==> src/rtl/load_store_unit.sv <==
// Load/store unit: single-outstanding request, one-cycle memory strobe, extended load result.
// Optional macro LSU_MISALIGN_TRAP_EN turns misaligned half/word accesses into error responses.
module load_store_unit #(
  parameter int ADDR_W = 32,
  parameter int MEM_AW = 10
) (
  input  logic              CLK,
  input  logic              RST,
  input  logic              REQ_VALID,
  output logic              REQ_READY,
  input  logic              REQ_STORE,
  input  logic [2:0]        REQ_FUNCT3,
  input  logic [ADDR_W-1:0] REQ_ADDR,
  input  logic [31:0]       REQ_WDATA,
  output logic              RESP_VALID,
  output logic [31:0]       RESP_RDATA,
  output logic              RESP_ERR,
  output logic [ADDR_W-1:0] MEM_ADDR,
  output logic              MEM_CS,
  output logic              MEM_R_W,
  output logic [1:0]        MEM_BSEL,
  output logic [31:0]       MEM_WR_DATA,
  input  logic [31:0]       MEM_RD_DATA,
  output logic [1:0]        DBG_STATE
);

  // Handshake: a request is taken on a rising edge where REQ_VALID && REQ_READY;
  // REQ_READY is high only in IDLE and RESP_VALID is a single-cycle pulse.
  typedef enum logic [1:0] {
    S_IDLE    = 2'd0,
    S_ACCESS  = 2'd1,
    S_CAPTURE = 2'd2,
    S_RESP    = 2'd3
  } state_t;

  state_t             state_q, state_d;
  logic               store_q;
  logic [2:0]         funct3_q;
  logic [MEM_AW-1:0]  addr_q;
  logic [31:0]        wdata_q;
  logic [31:0]        rdata_q, rdata_d;
  logic               err_q, err_d;
  logic               req_illegal;
  logic               req_misaligned;
  logic [31:0]        load_ext;
  logic               unused_addr_hi;

  // Upper address bits never reach memory; addresses wrap modulo 2**MEM_AW.
  assign unused_addr_hi = ^REQ_ADDR[ADDR_W-1:MEM_AW];

  always_comb begin
    if (REQ_STORE) begin
      req_illegal = REQ_FUNCT3[2] || (REQ_FUNCT3 == 3'b011);
    end else begin
      req_illegal = (REQ_FUNCT3 == 3'b011) || (REQ_FUNCT3 == 3'b110) || (REQ_FUNCT3 == 3'b111);
    end
  end

`ifdef LSU_MISALIGN_TRAP_EN
  always_comb begin
    req_misaligned = 1'b0;
    if (REQ_FUNCT3[1:0] == 2'b01) req_misaligned = REQ_ADDR[0];
    if (REQ_FUNCT3[1:0] == 2'b10) req_misaligned = (REQ_ADDR[1:0] != 2'b00);
  end
`else
  assign req_misaligned = 1'b0;
`endif

  always_comb begin
    case (funct3_q)
      3'b000:  load_ext = {{24{MEM_RD_DATA[7]}}, MEM_RD_DATA[7:0]};
      3'b100:  load_ext = {24'd0, MEM_RD_DATA[7:0]};
      3'b001:  load_ext = {{16{MEM_RD_DATA[15]}}, MEM_RD_DATA[15:0]};
      3'b101:  load_ext = {16'd0, MEM_RD_DATA[15:0]};
      default: load_ext = MEM_RD_DATA;
    endcase
  end

  always_comb begin
    state_d     = state_q;
    rdata_d     = rdata_q;
    err_d       = err_q;
    REQ_READY   = 1'b0;
    RESP_VALID  = 1'b0;
    MEM_CS      = 1'b0;
    MEM_R_W     = 1'b1;
    MEM_BSEL    = 2'b00;
    MEM_ADDR    = '0;
    MEM_WR_DATA = 32'd0;
    case (state_q)
      S_IDLE: begin
        REQ_READY = 1'b1;
        if (REQ_VALID) begin
          if (req_illegal || req_misaligned) begin
            state_d = S_RESP;
            rdata_d = 32'd0;
            err_d   = 1'b1;
          end else begin
            state_d = S_ACCESS;
          end
        end
      end
      S_ACCESS: begin
        MEM_CS      = 1'b1;
        MEM_R_W     = ~store_q;
        MEM_ADDR    = ADDR_W'(addr_q);
        MEM_BSEL    = (funct3_q[1:0] == 2'b00) ? 2'b00 :
                      (funct3_q[1:0] == 2'b01) ? 2'b01 : 2'b11;
        MEM_WR_DATA = store_q ? wdata_q : 32'd0;
        if (store_q) begin
          state_d = S_RESP;
          rdata_d = 32'd0;
          err_d   = 1'b0;
        end else begin
          state_d = S_CAPTURE;
        end
      end
      S_CAPTURE: begin
        state_d = S_RESP;
        rdata_d = load_ext;
        err_d   = 1'b0;
      end
      S_RESP: begin
        RESP_VALID = 1'b1;
        state_d    = S_IDLE;
      end
      default: state_d = S_IDLE;
    endcase
  end

  always_ff @(posedge CLK) begin
    if (RST) begin
      state_q  <= S_IDLE;
      rdata_q  <= 32'd0;
      err_q    <= 1'b0;
      store_q  <= 1'b0;
      funct3_q <= 3'd0;
      addr_q   <= '0;
      wdata_q  <= 32'd0;
    end else begin
      state_q <= state_d;
      rdata_q <= rdata_d;
      err_q   <= err_d;
      if (state_q == S_IDLE && REQ_VALID) begin
        store_q  <= REQ_STORE;
        funct3_q <= REQ_FUNCT3;
        addr_q   <= REQ_ADDR[MEM_AW-1:0];
        wdata_q  <= REQ_WDATA;
      end
    end
  end

  assign RESP_RDATA = rdata_q;
  assign RESP_ERR   = err_q;
  assign DBG_STATE  = state_q;

endmodule
==> config.mk <==
export PLATFORM = sky130hd
export DESIGN_NAME = load_store_unit
export DESIGN_NICKNAME = d
export VERILOG_FILES = /design/src/rtl/load_store_unit.sv
export SDC_FILE = /design/constraint.sdc
export NUM_CORES = 1
export LEC_CHECK = 0
export BUFFER_PORTS_ARGS = -buffer_cell sky130_fd_sc_hd__buf_2
export CORE_MARGIN = 3
export CORE_UTILIZATION = 45
export DETAILED_ROUTE_END_ITERATION = 8
export PLACE_DENSITY = 0.81
export SLEW_MARGIN = 20
export SYNTH_ARGS = -nofsm -noshare
export SYNTH_HDL_FRONTEND = slang
export SYNTH_SLANG_ARGS = --single-unit
==> constraint.sdc <==
create_clock -name CLK -period 2.3 [get_ports CLK]
set_clock_uncertainty 0.1 [all_clocks]
set_input_delay 0.115 -clock CLK [delete_from_list [all_inputs] [get_ports CLK]]
set_output_delay 0.115 -clock CLK [all_outputs]
set_load 0.05 [all_outputs]
==> results of run 1 <==
[worst reg2reg max path: cells and delay by family (launching register included)]
kind	cells	cell delay, ps
compound gates	2	280
flops	1	370
fa+ha+maj	1	230
simple gates	2	600
buf+inv	2	330
[sequential cells by signal, indices dropped and copies added (netlist names)]
| signal | count |
|---|---|
| DBG_STATE | 2 |
| RESP_ERR | 1 |
| addr_q | 10 |
| RESP_RDATA | 32 |
| wdata_q | 32 |
| funct3_q | 3 |
| store_q | 1 |
[path summary, 6_finish.rpt]
| check | startpoint | cells after the start | slack [ps] | to |
|---|---|---|---|---|
| max | DBG_STATE[1]$_SDFFE_PP0N_ | 5 | 170 | MEM_WR_DATA[26] |
| min | MEM_RD_DATA[9] | 5 | 70 | RESP_RDATA[9]$_SDFFE_PP0P_ |
| max reg2reg | DBG_STATE[0]$_SDFFE_PP0N_ | 7 | 260 | RESP_RDATA[2]$_SDFFE_PP0P_ |
| min reg2reg | addr_q[5]$_SDFFE_PP0P_ | 2 | 350 | addr_q[5]$_SDFFE_PP0P_ |
[placed cells by master, fill, tap and decap left out]
cell           instances
o21a_1                 1
buf_2                163
a311oi_1              13
or4b_1                 1
nor2b_4                1
mux2_2                 1
o21ai_1                1
or3_1                  1
nand4_1               16
clkinvlp_4             3
a2111oi_0              1
dfxtp_2                2
buf_4                 12
ha_1                   4
nor2b_2                1
nor2_1                 1
ha_2                   2
nor2_8                 1
a311oi_2               3
clkbuf_8              10
dlygate4sd3_1         70
conb_1                22
nand2_1              120
o21bai_1               1
a211oi_1               4
nand3_1                2
a21oi_1               79
and2_1                13
inv_1                  2
o21ai_0               24
and3_2                 4
buf_12                 1
nor3_4                 1
clkinv_2               2
and3_1                29
dfxtp_1               79
[timing repair]
action,CTS,global route
buffers inserted,0,0
endpoints found under the setup margin,0,0
hold endpoints to repair,70,0
hold buffers,70,0
[power by group]
group | internal [W] | leakage, nW | switching (W)
clock network | 0.000412 | 0.0802 | 0.000504
logic | 0.000880 | 1.82 | 0.00231
registers | 0.00175 | 0.663 | 0.000207
[logic make-up (layout without fill, tap and decap cells)]
group / after synthesis / in the layout
simple gates: 191 / 191
mux: 1 / 1
fa+ha+maj: 6 / 6
buf+inv: 69 / 263
other cells: 1 / 22
flops: 81 / 81
compound gates: 127 / 127
[metrics by stage]
step	setup WS, ps	std cells	utilization	hold WS [ps]	power (W)
after floorplan	82.40	497	-	148.7	0.004514
after detailed placement	299.2	708	0.5678	260.0	0.005032
after global routing	44.89	793	0.6771	103.9	0.006426
final	168.5	793	0.6771	65.29	0.006063
after global placement	358.2	708	0.5678	255.3	0.004974
after CTS	155.7	793	0.6771	45.35	0.006038
[per-layer routing]
layer  global-route usage  part of all wire
met5                    0                 0
met4               0.1342             0.049
met3              0.05714             0.067
met2               0.4225              0.50
met1               0.2796              0.38
[final cells by class]
class,count,area (um2),area share
multi-input combinational,347,1839,0.3409
timing repair buffer,246,1627,0.3015
sequential,81,1624,0.3010
clock buffer,10,137.6,0.02551
tap,102,127.6,0.02365
clock inverter,5,32.53,0.006030
inverter,2,7.507,0.001391
==> results.tsv, run 1 <==
metric	value	unit
synth_fa_ha_area_frac	0.01973	
first_iter_violations	267	
crit_path_top_delay_cell	dfxtp_2	
grt_max_degree	48	
synth_top_family_by_area	simple AND/OR/NAND/NOR gates	
hold_viol	0	
clock_latency	340	ps
synthCells	476	
viasPerCell	5.248	
critPathLaunchType	flip-flop	
vdd_drop_max	0.8339	mV
path_cells	inv_1 > ha_2 > buf_4 > and3_1 > buf_2	
post-dp-hpwl	7084	um
netlist_top_cells_area	dfxtp_1, nand2_1, a21oi_1	
synth-simple-area-share	0.2450	
setup_violations	0	
core_region_area	0.007968	mm2
path_class	reg -> out	
die_h	97.95	um
wl	12010	um
slew_headroom	0.5630	
area_growth	41.80	%
async_reset_ff_frac	0	
yosysWarnings	0	
cts.htree.levels	3	
cellPowerDensity	1124	mW/mm2
place_area	0.004524	mm2
slowest_delay	360	ps
final_area	0.005395	mm2
synth_area	0.003805	mm2
ctsResizeCount	0	
synth_top_area_frac	0.4262	
yosys.area.top_type	dfxtp_1	
drc_errors	0	
p_leak	2.560	nW
clockRootBuffer	clkbuf_8	
fin_nets	796	
yosysUniqueCellTypes	37	
drive_above_1_share	0.2996	
first_pass_iters	5	
path_buf_inv	3	
wl_per_cell	15.15	um
crit_family	buffers and inverters	
setup-tns-final	0	ps
post-route-period-util	0.9267	
ys_ff_latch	81	
ys.flop_type	dfxtp_1	
antenna_found_initial	0	
num_antenna_cells	0	
synth-compound-area-share	0.1927	
start_util	0.4775	
drtAntennaViolNets	0	
synth_xor_area_frac	0	
path_max_fanout	47	
grt_overflow_total	0	
grt_pass1_wl	19450	um
synth.most_common_cell	nand2_1	
cts_sinks	81	
hold_class	in -> reg	
boundaryPins	208	
clk_pin_slew	80	ps
period_minus_slack	2131	ps
ys_seq_area_frac	0.4262	
crit_required	2090	ps
grt_pass1_vias	4005	
yosys-top-cells-count	nand2_1, dfxtp_1, a21oi_1, and3_1, o21ai_0	
maxCapViolCount	0	
slew_viol_final	0	
tritoncts	done	
worstMarginPinSlew	655.5	ps
vias	4162	
synth_edf_count	0	
portBuffers	163	
cts_buffer_depth	2	
max_freq	469.2	MHz
n_fill_cell	627	
num_rows	32	
numCtsBuffers	9	
crit_arrival	1920	ps
status	finished, final reports clean	
synth.avg_cell_area	7.993	um2
synthMuxAreaShare	0.002960	
dieArea	0.009594	mm2
gp_congestion	0.8142	
rsz0062_at_grt	false	
grt.total_usage	0.2453	
cp-end-kind	output pin	
die_x	97.95	um
Power figures use the tool's default switching activity.
==> run 2: changes to the inputs <==
--- a/config.mk
+++ b/config.mk
@@ -5,11 +5,12 @@
 export SDC_FILE = /design/constraint.sdc
 export NUM_CORES = 1
 export LEC_CHECK = 0
+export ABC_AREA = 1
 export BUFFER_PORTS_ARGS = -buffer_cell sky130_fd_sc_hd__buf_2
 export CORE_MARGIN = 3
 export CORE_UTILIZATION = 45
 export DETAILED_ROUTE_END_ITERATION = 8
-export PLACE_DENSITY = 0.81
+export PLACE_DENSITY = 0.8
 export SLEW_MARGIN = 20
 export SYNTH_ARGS = -nofsm -noshare
 export SYNTH_HDL_FRONTEND = slang
==> run 2 against run 1 <==
Worst hold slack worse by 50 ps. Non-clock buffer count fell by 28. Sequential share of layout area shrank 0.70 points. Via count grew 1.3%.
==> results.tsv, run 2 <==
metric	value	unit
critPathLaunchType	flip-flop	
cts_buffer_depth	2	
crit_arrival	1960	ps
cts.htree.levels	3	
first_pass_iters	6	
yosys-top-cells-count	nor2_1, nand2_1, dfxtp_1, inv_1, o21ai_0	
antenna_found_initial	0	
grt.total_usage	0.2232	
cellPowerDensity	1402	mW/mm2
viasPerCell	4.728	
synth.avg_cell_area	6.644	um2
status	finished, final reports clean	
cp-end-kind	output pin	
first_iter_violations	200	
clockRootBuffer	clkbuf_8	
crit_required	2090	ps
wl	11260	um
dieArea	0.009820	mm2
max_freq	458.8	MHz
ys_ff_latch	81	
setup_violations	0	
finalNonFillerCells	892	
cts_setup_buffers	0	
postLayoutCoreUtil	0.6656	
async_reset_ff_frac	0	
yosysUniqueCellTypes	18	
synth.most_common_cell	nor2_1	
start_util	0.4699	
path_class	reg -> out	
grt_max_degree	69	
fin_nets	892	
area_growth	41.64	%
vias	4217	
die_h	99.10	um
post-dp-hpwl	6971	um
ys_seq_area_frac	0.4158	
num_rows	33	
slew_viol_final	0	
maxCapViolCount	0	
post-route-period-util	0.9477	
drc_errors	0	
place_ws	327.3	ps
synth_edf_count	0	
ys.flop_type	dfxtp_1	
grt_pass1_wl	18080	um
boundaryPins	208	
cts_sinks	81	
grt_overflow_total	0	
drtAntennaViolNets	0	
clk_pin_slew	80	ps
synth_top_area_frac	0.4158	
final_cell_mix	buf_2, nor2_1, nand2_1, dfxtp_1, inv_1	
yosysWarnings	0	
core_region_area	0.008299	mm2
hold_class	in -> reg	
clock_latency	330	ps
drive_above_1_share	0.2684	
path_max_fanout	34	
yosys.area.top_type	dfxtp_1	
gp_congestion	0.8071	
vdd_drop_max	0.6138	mV
placed_cells	828	
p_leak	2.831	nW
synthCells	587	
setup-tns-final	0	ps
numCtsBuffers	9	
period_minus_slack	2180	ps
final_common_cell	buf_2	
wl_per_cell	12.63	um
worst_slack	120.2	ps
synth_area	0.003900	mm2
die_x	99.10	um
hold_viol	0	
tritoncts	done	
netlist_top_cells_area	dfxtp_1, nor2_1, nand2_1	
grt_pass1_vias	3951	
portBuffers	163	
## run 2: worst max-delay path, stage by stage, from the launching register on
cell and delay [ps]:
dfxtp_2 360, inv_1 160, ha_4 200, buf_4 190
nand2_2 80, buf_12 190, nor2_1 140, buf_2 280
## run 2: cell type report
class / instances / area [um2]
inverters: 81 / 304.0
well taps: 105 / 131.4
clock buffers: 11 / 151.4
clock inverters: 3 / 65.06
multi-input cells: 392 / 1822
fillers: 701 / 2775
diodes: 1 / 2.502
repair buffers: 218 / 1424
flip-flops and latches: 81 / 1624
## run 2: cells by family (layout without fill, tap and decap cells)
group                      Yosys count  after routing  synth area share
DFF                                 81             81            0.4158
other                                1             23         0.0009615
adders and majority gates            6              6           0.01925
and+or+nand+nor                    245            245            0.2509
buffers and inverters              135            313            0.1604
AOI/OAI and AO/OA                  119            119            0.1527
## run 2: report_power, final
part	switching (W)	total, W	leakage [nW]	internal (W)
sequential	0.000261	0.00221	0.670	0.00195
combinational	0.00319	0.00439	2.05	0.00120
clock	0.000482	0.00114	0.111	0.000658
total	0.00393	0.00774	2.83	0.00381
## run 2: final timing paths
| kind | endpoint | from | slack [ps] | depth (start not counted) |
|---|---|---|---|---|
| max | MEM_WR_DATA[1] | DBG_STATE[1]$_SDFFE_PP0N_ | 120 | 7 |
| min | RESP_RDATA[1]$_SDFFE_PP0P_ | MEM_RD_DATA[1] | 20 | 5 |
| max reg2reg | RESP_RDATA[29]$_SDFFE_PP0P_ | DBG_STATE[0]$_SDFFE_PP0N_ | 250 | 10 |
| min reg2reg | wdata_q[14]$_SDFFE_PP0P_ | wdata_q[14]$_SDFFE_PP0P_ | 360 | 2 |
## run 2: layer usage
layer / part of all wire / wire, um / up-vias / global-route usage
met5: 0 / 0 / - / 0
met4: 0.019 / 214 / 0 / 0.07668
met3: 0.090 / 1014 / 20 / 0.06662
met2: 0.48 / 5441 / 198 / 0.3735
met1: 0.41 / 4593 / 1862 / 0.2737
li1: - / - / 2137 / -
## run 2: timing repair
| action | in CTS | in global routing |
|---|---|---|
| setup endpoints to repair | 0 | 32 |
| endpoints found under the hold margin | 49 | 0 |
| gates resized for setup | 0 | 6 |
| hold buffers | 49 | 0 |
## run 2: per-stage QoR
stage	cell area (um2)	power, W	hold WS (ps)
4_1_cts	5502	0.007751	4.004
5_1_grt	5522	0.008332	22.23
2_1_floorplan	4060	0.005699	76.65
3_3_place_gp	4795	0.006405	227.3
3_5_place_dp	4795	0.006529	229.6
6_report	5524	0.007743	15.17
==> run 3: changes to the inputs <==
==> constraint.sdc (replaced) <==
create_clock -name CLK -period 2.3 [get_ports CLK]
set_clock_uncertainty 0.1 [all_clocks]
set_input_delay 0.23 -clock CLK [delete_from_list [all_inputs] [get_ports CLK]]
set_output_delay 0.23 -clock CLK [all_outputs]
set_load 0.05 [all_outputs]
==> run 3 against run 2 <==
Routed wire length is 13% lower. Sequential power about the same. Global-route usage down 2.3 points. First-iteration DRC count down 44%. Critical endpoint is now MEM_WR_DATA[11]. Flip-flop and latch count unchanged. Worst hold slack gained 29 ps. Core utilization down 5.4 points.
==> results.tsv, run 3 (same netlist as run 2, synthesis figures left out) <==
metric	value	unit
n_fill_cell	759	
critPathLaunchType	flip-flop	
die_h	99.10	um
crit_required	1970	ps
crit_path_top_delay_cell	dfxtp_2	
start_util	0.4699	
core_region_area	0.008299	mm2
finalNonFillerCells	846	
setup_violations	0	
cts_buffer_depth	2	
status	finished, final reports clean	
first_pass_iters	4	
first_iter_violations	112	
vias	3907	
wl_per_cell	11.56	um
r2r_cells	10	
final_common_cell	buf_2	
holdPathStages	3	
placed_cells	829	
slew_viol_final	0	
cts_setup_buffers	0	
setup-tns-final	0	ps
crit_arrival	1770	ps
path_cells	inv_1 > ha_2 > nand2_2 > buf_12 > nor2_2 > buf_2	
final_area	0.005076	mm2
critPathLaunch	DBG_STATE[1]$_SDFFE_PP0N_	
path_max_fanout	34	
max_freq	477.1	MHz
grt_overflow_total	0	
antenna_found_initial	0	
post-route-period-util	0.9112	
place_area	0.004822	mm2
die_x	99.10	um
clock_latency	340	ps
drive_above_1_share	0.3117	
num_antenna_cells	0	
period_minus_slack	2096	ps
post-dp-hpwl	7076	um
cts_sinks	81	
grt_pass1_wl	16440	um
vdd_drop_max	0.6555	mV
fin_nets	845	
path_class	reg -> out	
rsz0062_at_grt	false	
worstReg2RegStart	DBG_STATE[0]$_SDFFE_PP0N_	
path_buf_inv	3	
grt_max_degree	49	
drtAntennaViolNets	0	
cts.htree.levels	3	
numCtsBuffers	9	
drc_errors	0	
hold_viol	0	
maxCapViolCount	0	
num_rows	33	
hold_class	in -> reg	
boundaryPins	208	
tritoncts	done	
grt_pass1_vias	3823	
slew_headroom	0.6152	
worstMarginPinSlew	577.3	ps
gp_congestion	0.8079	
postLayoutCoreUtil	0.6116	
grt.total_usage	0.2001	
cellPowerDensity	1524	mW/mm2
hold_slack	43.68	ps
area_growth	30.16	%
clk_pin_slew	80	ps
clockRootBuffer	clkbuf_8	
viasPerCell	4.618	
crit_cells	6	
p_leak	2.632	nW
final_cell_mix	buf_2, nor2_1, nand2_1, dfxtp_1, inv_1	
crit_family	buffers and inverters	
slowest_delay	360	ps
cp-end-kind	output pin	
min_from	REQ_ADDR[1]	
wl	9778	um
portBuffers	163	
dieArea	0.009820	mm2
[run 3: final timing paths]
kind                                               endpoint  slack (ps)
worst min register to register      wdata_q[1]$_SDFFE_PP0P_         370
worst min-delay path                 addr_q[1]$_SDFFE_PP0P_          40
worst max register to register  RESP_RDATA[25]$_SDFFE_PP0P_         340
worst max-delay path                        MEM_WR_DATA[11]         200
[run 3: tightest hold or removal path, cell delays in order]
cell and delay [ps]:
buf_2 70, o21ai_0 70, nor2_1 80
[run 3: report_power, final]
group | switching, W | leakage [nW] | internal [W]
Clock | 0.000501 | 0.120 | 0.000750
Sequential | 0.000261 | 0.670 | 0.00195
Combinational | 0.00316 | 1.84 | 0.00111
[run 3: layer usage]
metal,global-route usage,vias to the layer above,share of wire
li1,-,2043,-
met1,0.2349,1709,0.42
met2,0.3533,149,0.49
met3,0.06171,6,0.090
met4,0.05357,0,0.0066
met5,0,-,0
[run 3: per-stage QoR]
| stage | setup slack, ps | total power [W] |
|---|---|---|
| floorplan | 28.03 | 0.005724 |
| global placement | 430.2 | 0.006391 |
| detailed placement | 351.4 | 0.006528 |
| CTS | 182.5 | 0.007799 |
| global route | 65.63 | 0.008351 |
| finish | 204.2 | 0.007738 |
[run 3: what timing repair did]
| item | in CTS | in global routing |
|---|---|---|
| hold endpoints to repair | 1 | 0 |
| resized for setup | 0 | 0 |
| hold buffers | 1 | 0 |
[run 3: cell type report]
class | count | area (um2) | share of cell area
Sequential cell | 81 | 1624 | 0.3199
Timing Repair Buffer | 171 | 915.9 | 0.1804
Tap cell | 105 | 131.4 | 0.02588
Multi-Input combinational cell | 392 | 1857 | 0.3658
Clock buffer | 11 | 141.4 | 0.02785
Inverter | 81 | 304.0 | 0.05990
Clock inverter | 5 | 102.6 | 0.02021
